--- config.mk ---
export PLATFORM = sky130hd
export DESIGN_NAME = oled_i2c_sequencer
export DESIGN_NICKNAME = d
export VERILOG_FILES = /design/src/rtl/oled_i2c_sequencer.sv
export SDC_FILE = /design/constraint.sdc
export NUM_CORES = 1
export LEC_CHECK = 0
export CORE_ASPECT_RATIO = 1.4
export CORE_UTILIZATION = 40
export DETAILED_ROUTE_END_ITERATION = 12
export DONT_BUFFER_PORTS = 1
export PLACE_DENSITY = 0.6
export SYNTH_ARGS = -nofsm -noshare
export SYNTH_HDL_FRONTEND = slang
export SYNTH_SLANG_ARGS = --single-unit
--- constraint.sdc ---
create_clock -name clk -period 2.1 [get_ports clk]
set_input_delay 0.315 -clock clk [delete_from_list [all_inputs] [get_ports clk]]
set_output_delay 0.315 -clock clk [all_outputs]
set_load 0.1 [all_outputs]
--- src/rtl/oled_i2c_sequencer.sv ---
// SSD1306 transaction sequencer. On start it sends the 25-byte init list
// as one I2C write (addr, ctrl 0x00, list), then streams MSG_LEN message
// bytes as a second write (addr, ctrl 0x40, data). Bytes go to the shared
// I2C byte engine over a req/ack handshake. A NACKed transaction restarts
// from its address byte, up to MAX_RETRY extra attempts.
module oled_i2c_sequencer #(
   parameter logic [6:0]  DEV_ADDR  = 7'h3C,
   parameter int unsigned MSG_LEN   = 5,
   parameter int unsigned MAX_RETRY = 2,
   localparam int unsigned MSG_AW   = (MSG_LEN > 1) ? $clog2(MSG_LEN) : 1
) (
   input  logic              clk,
   input  logic              rst_n,
   input  logic              start,
   output logic              busy,
   output logic              done,
   output logic              error,
   output logic [MSG_AW-1:0] msg_addr,
   input  logic [7:0]        msg_data,
   output logic              bus_req,
   output logic              bus_start,
   output logic              bus_stop,
   output logic [7:0]        bus_data,
   input  logic              bus_ack,
   input  logic              bus_nack
);

   typedef enum logic [3:0] {
      IDLE, C_ADDR, C_CTRL, C_BYTE, D_ADDR, D_CTRL, D_BYTE, GAP, FIN, ERR
   } state_t;

   localparam logic [7:0] ADDR_BYTE = {DEV_ADDR, 1'b0};
   localparam logic [7:0] CTRL_CMD  = 8'h00;
   localparam logic [7:0] CTRL_DATA = 8'h40;
   localparam int unsigned ROM_LEN  = 25;
   localparam logic [4:0] ROM_LAST  = 5'(ROM_LEN - 1);
   localparam logic [0:ROM_LEN-1][7:0] INIT_ROM = {
      8'hAE, 8'hD5, 8'h80, 8'hA8, 8'h3F, 8'hD3, 8'h00, 8'h40, 8'h8D,
      8'h14, 8'h20, 8'h00, 8'hA1, 8'hC8, 8'hDA, 8'h12, 8'h81, 8'hCF,
      8'hD9, 8'hF1, 8'hDB, 8'h40, 8'hA4, 8'hA6, 8'hAF
   };
   localparam logic [MSG_AW-1:0] MSG_LAST = MSG_AW'(MSG_LEN - 1);
   localparam int unsigned RETRY_W = (MAX_RETRY > 0) ? $clog2(MAX_RETRY + 1) : 1;
   localparam logic [RETRY_W-1:0] RETRY_MAX = RETRY_W'(MAX_RETRY);

   state_t              r_state;
   state_t              r_pend;      // byte state to enter when GAP ends
   logic [4:0]          r_rom_idx;
   logic [MSG_AW-1:0]   r_msg_idx;
   logic [RETRY_W-1:0]  r_retry;
   logic                r_busy;
   logic                r_done;
   logic                r_error;
   logic                r_bus_req;
   logic                r_bus_start;
   logic                r_bus_stop;
   logic [7:0]          r_bus_data;

   logic [7:0]          w_load_data;
   logic                w_load_start;
   logic                w_load_stop;
   logic                w_in_cmd;

   assign busy      = r_busy;
   assign done      = r_done;
   assign error     = r_error;
   assign msg_addr  = r_msg_idx;
   assign bus_req   = r_bus_req;
   assign bus_start = r_bus_start;
   assign bus_stop  = r_bus_stop;
   assign bus_data  = r_bus_data;

   assign w_in_cmd = (r_state == C_ADDR) || (r_state == C_CTRL) || (r_state == C_BYTE);

   // Decode the byte and flags to present when GAP hands over to r_pend.
   always_comb begin
      // NOTE: every output gets a default first so no path infers a latch.
      w_load_data  = 8'h00;
      w_load_start = 1'b0;
      w_load_stop  = 1'b0;
      case (r_pend)
         C_ADDR, D_ADDR: begin
            w_load_data  = ADDR_BYTE;
            w_load_start = 1'b1;
         end
         C_CTRL: w_load_data = CTRL_CMD;
         C_BYTE: begin
            w_load_data = INIT_ROM[r_rom_idx];
            w_load_stop = (r_rom_idx == ROM_LAST);
         end
         D_CTRL: w_load_data = CTRL_DATA;
         D_BYTE: begin
            w_load_data = msg_data;
            w_load_stop = (r_msg_idx == MSG_LAST);
         end
         default: ;
      endcase
   end

   // Sequencer FSM with registered handshake and status outputs.
   always_ff @(posedge clk or negedge rst_n) begin
      if (!rst_n) begin
         r_state     <= IDLE;
         r_pend      <= IDLE;
         r_rom_idx   <= '0;
         r_msg_idx   <= '0;
         r_retry     <= '0;
         r_busy      <= 1'b0;
         r_done      <= 1'b0;
         r_error     <= 1'b0;
         r_bus_req   <= 1'b0;
         r_bus_start <= 1'b0;
         r_bus_stop  <= 1'b0;
         r_bus_data  <= 8'h00;
      end else begin
         // NOTE: non-blocking assignments keep every register updating from
         // the pre-edge values, independent of statement order.
         r_done <= 1'b0;
         case (r_state)
            IDLE: begin
               if (start) begin
                  r_state     <= C_ADDR;
                  r_busy      <= 1'b1;
                  r_error     <= 1'b0;
                  r_retry     <= '0;
                  r_rom_idx   <= '0;
                  r_msg_idx   <= '0;
                  r_bus_req   <= 1'b1;
                  r_bus_data  <= ADDR_BYTE;
                  r_bus_start <= 1'b1;
                  r_bus_stop  <= 1'b0;
               end
            end
            GAP: begin
               r_state     <= r_pend;
               r_bus_req   <= 1'b1;
               r_bus_data  <= w_load_data;
               r_bus_start <= w_load_start;
               r_bus_stop  <= w_load_stop;
            end
            FIN, ERR: r_state <= IDLE;
            default: begin
               if (r_bus_req && bus_ack) begin
                  r_bus_req   <= 1'b0;
                  r_bus_start <= 1'b0;
                  r_bus_stop  <= 1'b0;
                  r_bus_data  <= 8'h00;
                  if (bus_nack) begin
                     if (r_retry < RETRY_MAX) begin
                        // Engine already sent STOP; restart this transaction.
                        r_retry   <= r_retry + 1'b1;
                        r_rom_idx <= '0;
                        r_msg_idx <= '0;
                        r_pend    <= w_in_cmd ? C_ADDR : D_ADDR;
                        r_state   <= GAP;
                     end else begin
                        r_state <= ERR;
                        r_error <= 1'b1;
                        r_busy  <= 1'b0;
                     end
                  end else begin
                     r_state <= GAP;
                     case (r_state)
                        C_ADDR: r_pend <= C_CTRL;
                        C_CTRL: r_pend <= C_BYTE;
                        C_BYTE: begin
                           if (r_rom_idx == ROM_LAST) begin
                              r_pend  <= D_ADDR;
                              r_retry <= '0;
                           end else begin
                              r_rom_idx <= r_rom_idx + 1'b1;
                              r_pend    <= C_BYTE;
                           end
                        end
                        D_ADDR: r_pend <= D_CTRL;
                        D_CTRL: r_pend <= D_BYTE;
                        D_BYTE: begin
                           if (r_msg_idx == MSG_LAST) begin
                              r_state <= FIN;
                              r_done  <= 1'b1;
                              r_busy  <= 1'b0;
                           end else begin
                              r_msg_idx <= r_msg_idx + 1'b1;
                              r_pend    <= D_BYTE;
                           end
                        end
                        default: ;
                     endcase
                  end
               end
            end
         endcase
      end
   end

endmodule

==> results_dict.tcl <==
set metrics [dict create \
    outcome "finished clean" \
    cp-start-kind "register" \
    ir_worst_vdd_uv 927.6 \
    dp_cells 329 \
    clockRootBuffer "clkbuf_8" \
    syn_area_sq_mm 0.002330 \
    period_needed_ns 1.987 \
    cts_htree_levels 2 \
    die_y_um 92.30 \
    synth_cell_types 67 \
    vias 2114 \
    critPathRequiredTime_ns 2.28 \
    port_buffers 0 \
    critPathMaxFanout 16 \
    clk_pin_slew_ns 0.07 \
    grt_usage 0.2277 \
    rsz0062_at_grt "no" \
    ys_ff_latch 31 \
    synth-xor-area-share 0.01128 \
    period_share 0.9461 \
    ant_nets 0 \
    synth-adder-area-share 0.04296 \
    die_width_um 66.50 \
    worst_pin_slew_ns 0.9328 \
    slew_viol_final 0 \
    drive_gt1_frac 0.1845 \
    synth_top_family_by_area "compound AO/OA/AOI/OAI gates" \
    syn_inst 257 \
    cts.sinks 31 \
    drc 0 \
    wl_um 6280 \
    worst_slack_ns 0.1131 \
    antenna_found_initial 0 \
    synthMuxAreaShare 0.04726 \
    maxCapViolCount 0 \
    coreArea_sq_mm 0.005565 \
    routedWlPerCell_um 18.53 \
    yosys_warnings 0 \
    end_kind "register" \
    syn_area_per_cell_sq_um 9.065 \
    ys_async_sr_fraction 1.000 \
    synth-simple-area-share 0.2154 \
    finalSetupViolations 0 \
    ys.flop_type "dfrtp_1" \
    grt-ovfl-total 0 \
    io-pin-count 30 \
    power_per_cell_area_mw_per_mm2 1696 \
    start_util 0.4186 \
    skew_ns 0.004022 \
    final_cell_mix "24 x dfrtp_1, 23 x buf_4, 16 x a21oi_1" \
    p_leak_uw 0.001110 \
    synth_seq_area_share 0.3330 \
    worstSkewPairLatency_ns 0.29 \
    grt_max_degree 32 \
    clock_path_buffers 2 \
    cts_tree "yes" \
    fin_setup_tns_ns 0 \
    hold_path_class "input port to register" \
    nets 291 \
    first_pass_iters 4 \
    synth_enable_flop_cells 0 \
    gp_routability_congestion 0.8495 \
    area_growth_pct 13.00 \
    synth_fp_nets 278 \
    grt_pass1_vias 2140 \
    post-place-ws_ns 0.09984 \
    synth_compound_area_frac 0.2932 \
    dp_hpwl_um 4654 \
    cts_made_buffers 5 \
    layout.cells.most_common "dfrtp_1" \
    rows 32 \
    cp_data_arrival_time_ns 2.17 \
    antenna_cells 0 \
    critPathKind "register to register" \
    drtIter0Drc 103 \
    finalNonFillerCells 339 \
    avgViaCountPerCell 6.236 \
    hold_violations 0 \
    die-area_sq_mm 0.006138 \
    fmax_mhz 503.3 \
    relSlewSlack 0.3782 \
    grt_pass1_wl_um 10470 \
]
## sequential cells by signal, indices dropped and copies added, names as in the netlist
signal,count
bus_data,8
bus_req,1
bus_start,1
bus_stop,1
busy,1
done,1
error,1
msg_addr,3
r_pend,3
r_retry,2
r_rom_idx,5
r_state,4
## kinds of logic after synthesis
kind of cell,Yosys count
compound gates,92
xor+xnor,3
fa+ha+maj,8
buf+inv,32
flops,31
mux,9
simple gates,82
## routing by layer
metal  track usage  routed length [um]  vias to the layer above
li1              -                   -                     1011
met1        0.2690                2639                     1015
met2        0.3741                3057                       65
met3       0.04926                 304                       23
met4        0.1277                 279                        0
met5             0                   0                        -
## cell type report
type,count,area [sq um]
clock buffer,5,68.82
clock inverter,3,15.01
fill,555,2933
inverter,13,48.80
multi-input combinational,194,1428
sequential,31,784.5
tap,68,85.08
timing repair buffer,25,202.7
## critical path: stages, from the launching register on
cell	delay (ns)
dfrtp_1	0.62
and4b_1	0.35
a21o_1	0.23
a211o_1	0.36
mux2_4	0.32
## Yosys cell counts (2+ instances only)
master | n | area share
a211o_1 | 5 | 0.019
a211oi_1 | 5 | 0.016
a21o_1 | 5 | 0.016
a21oi_1 | 16 | 0.034
a221o_1 | 3 | 0.013
a22o_1 | 2 | 0.0075
a2bb2oi_1 | 2 | 0.0075
a31oi_1 | 2 | 0.0054
a32oi_1 | 3 | 0.011
and2_1 | 5 | 0.013
and4b_1 | 2 | 0.0086
and4bb_1 | 2 | 0.011
buf_2 | 10 | 0.021
clkbuf_1 | 8 | 0.013
dfrtp_1 | 31 | 0.33
ha_1 | 8 | 0.043
inv_1 | 13 | 0.021
mux2_1 | 3 | 0.014
mux2_4 | 3 | 0.019
mux2i_1 | 2 | 0.0086
nand2_1 | 13 | 0.021
nand2b_1 | 14 | 0.038
nand3_1 | 4 | 0.0086
nand4_1 | 2 | 0.0054
nand4b_1 | 2 | 0.0075
nor2_1 | 10 | 0.016
nor2b_1 | 4 | 0.011
nor3_1 | 2 | 0.0043
nor3b_1 | 3 | 0.0097
nor4_1 | 4 | 0.011
o2111a_1 | 2 | 0.0097
o211ai_1 | 5 | 0.016
o21ai_0 | 8 | 0.017
o21ai_1 | 2 | 0.0043
o21ai_2 | 2 | 0.0075
o21bai_1 | 3 | 0.0097
o22ai_1 | 2 | 0.0054
o2bb2ai_1 | 4 | 0.015
o31a_1 | 2 | 0.0075
o31ai_1 | 6 | 0.019
o32a_1 | 2 | 0.0086
or3_1 | 4 | 0.011
or4_1 | 2 | 0.0064
xnor2_1 | 2 | 0.0075
## stage by stage
stage / utilization / cell area (sq um) / power, uW / hold WS (ns)
3_3_place_gp: 0.4508 / 2509 / 3940 / 0.02041
6_report: 0.4730 / 2633 / 4465 / 0.09183
3_5_place_dp: 0.4508 / 2509 / 3961 / 0.02044
4_1_cts: 0.4712 / 2623 / 4454 / 0.09048
2_1_floorplan: - / 2335 / 3364 / 0.01941
5_1_grt: 0.4730 / 2633 / 4751 / 0.08425
## power breakdown
part	switching (uW)	total [uW]	internal [uW]	leakage (uW)
logic	1630	2570	931	0.000674
registers	608	1430	823	0.000389
clock network	242	469	227	0.0000477
total	2480	4460	1980	0.00111
## worst paths after layout
check / startpoint / to / slack (ns) / cells after the start
worst max-delay path: r_state[3]$_DFFE_PN0P_ / r_pend[2]$_DFFE_PN0P_ / 0.11 / 4
worst min-delay path: bus_nack / done$_DFF_PN0_ / 0.09 / 1
worst max register to register: r_state[3]$_DFFE_PN0P_ / r_pend[2]$_DFFE_PN0P_ / 0.11 / 4
worst min register to register: bus_data[7]$_DFFE_PN0P_ / bus_data[7]$_DFFE_PN0P_ / 0.50 / 1
max in group asynchronous: rst_n / msg_addr[1]$_DFFE_PN0P_ / 1.46 / 2
min in group asynchronous: rst_n / r_state[0]$_DFFE_PN0P_ / 0.45 / 2
## timing repair
item,4_1_cts,5_1_grt
hold endpoints to repair,31,0
setup buffers,0,0
hold buffers,2,0
resized for setup,0,5
endpoints found under the setup margin,0,6
Note: power is estimated with default switching activity, not from simulation.
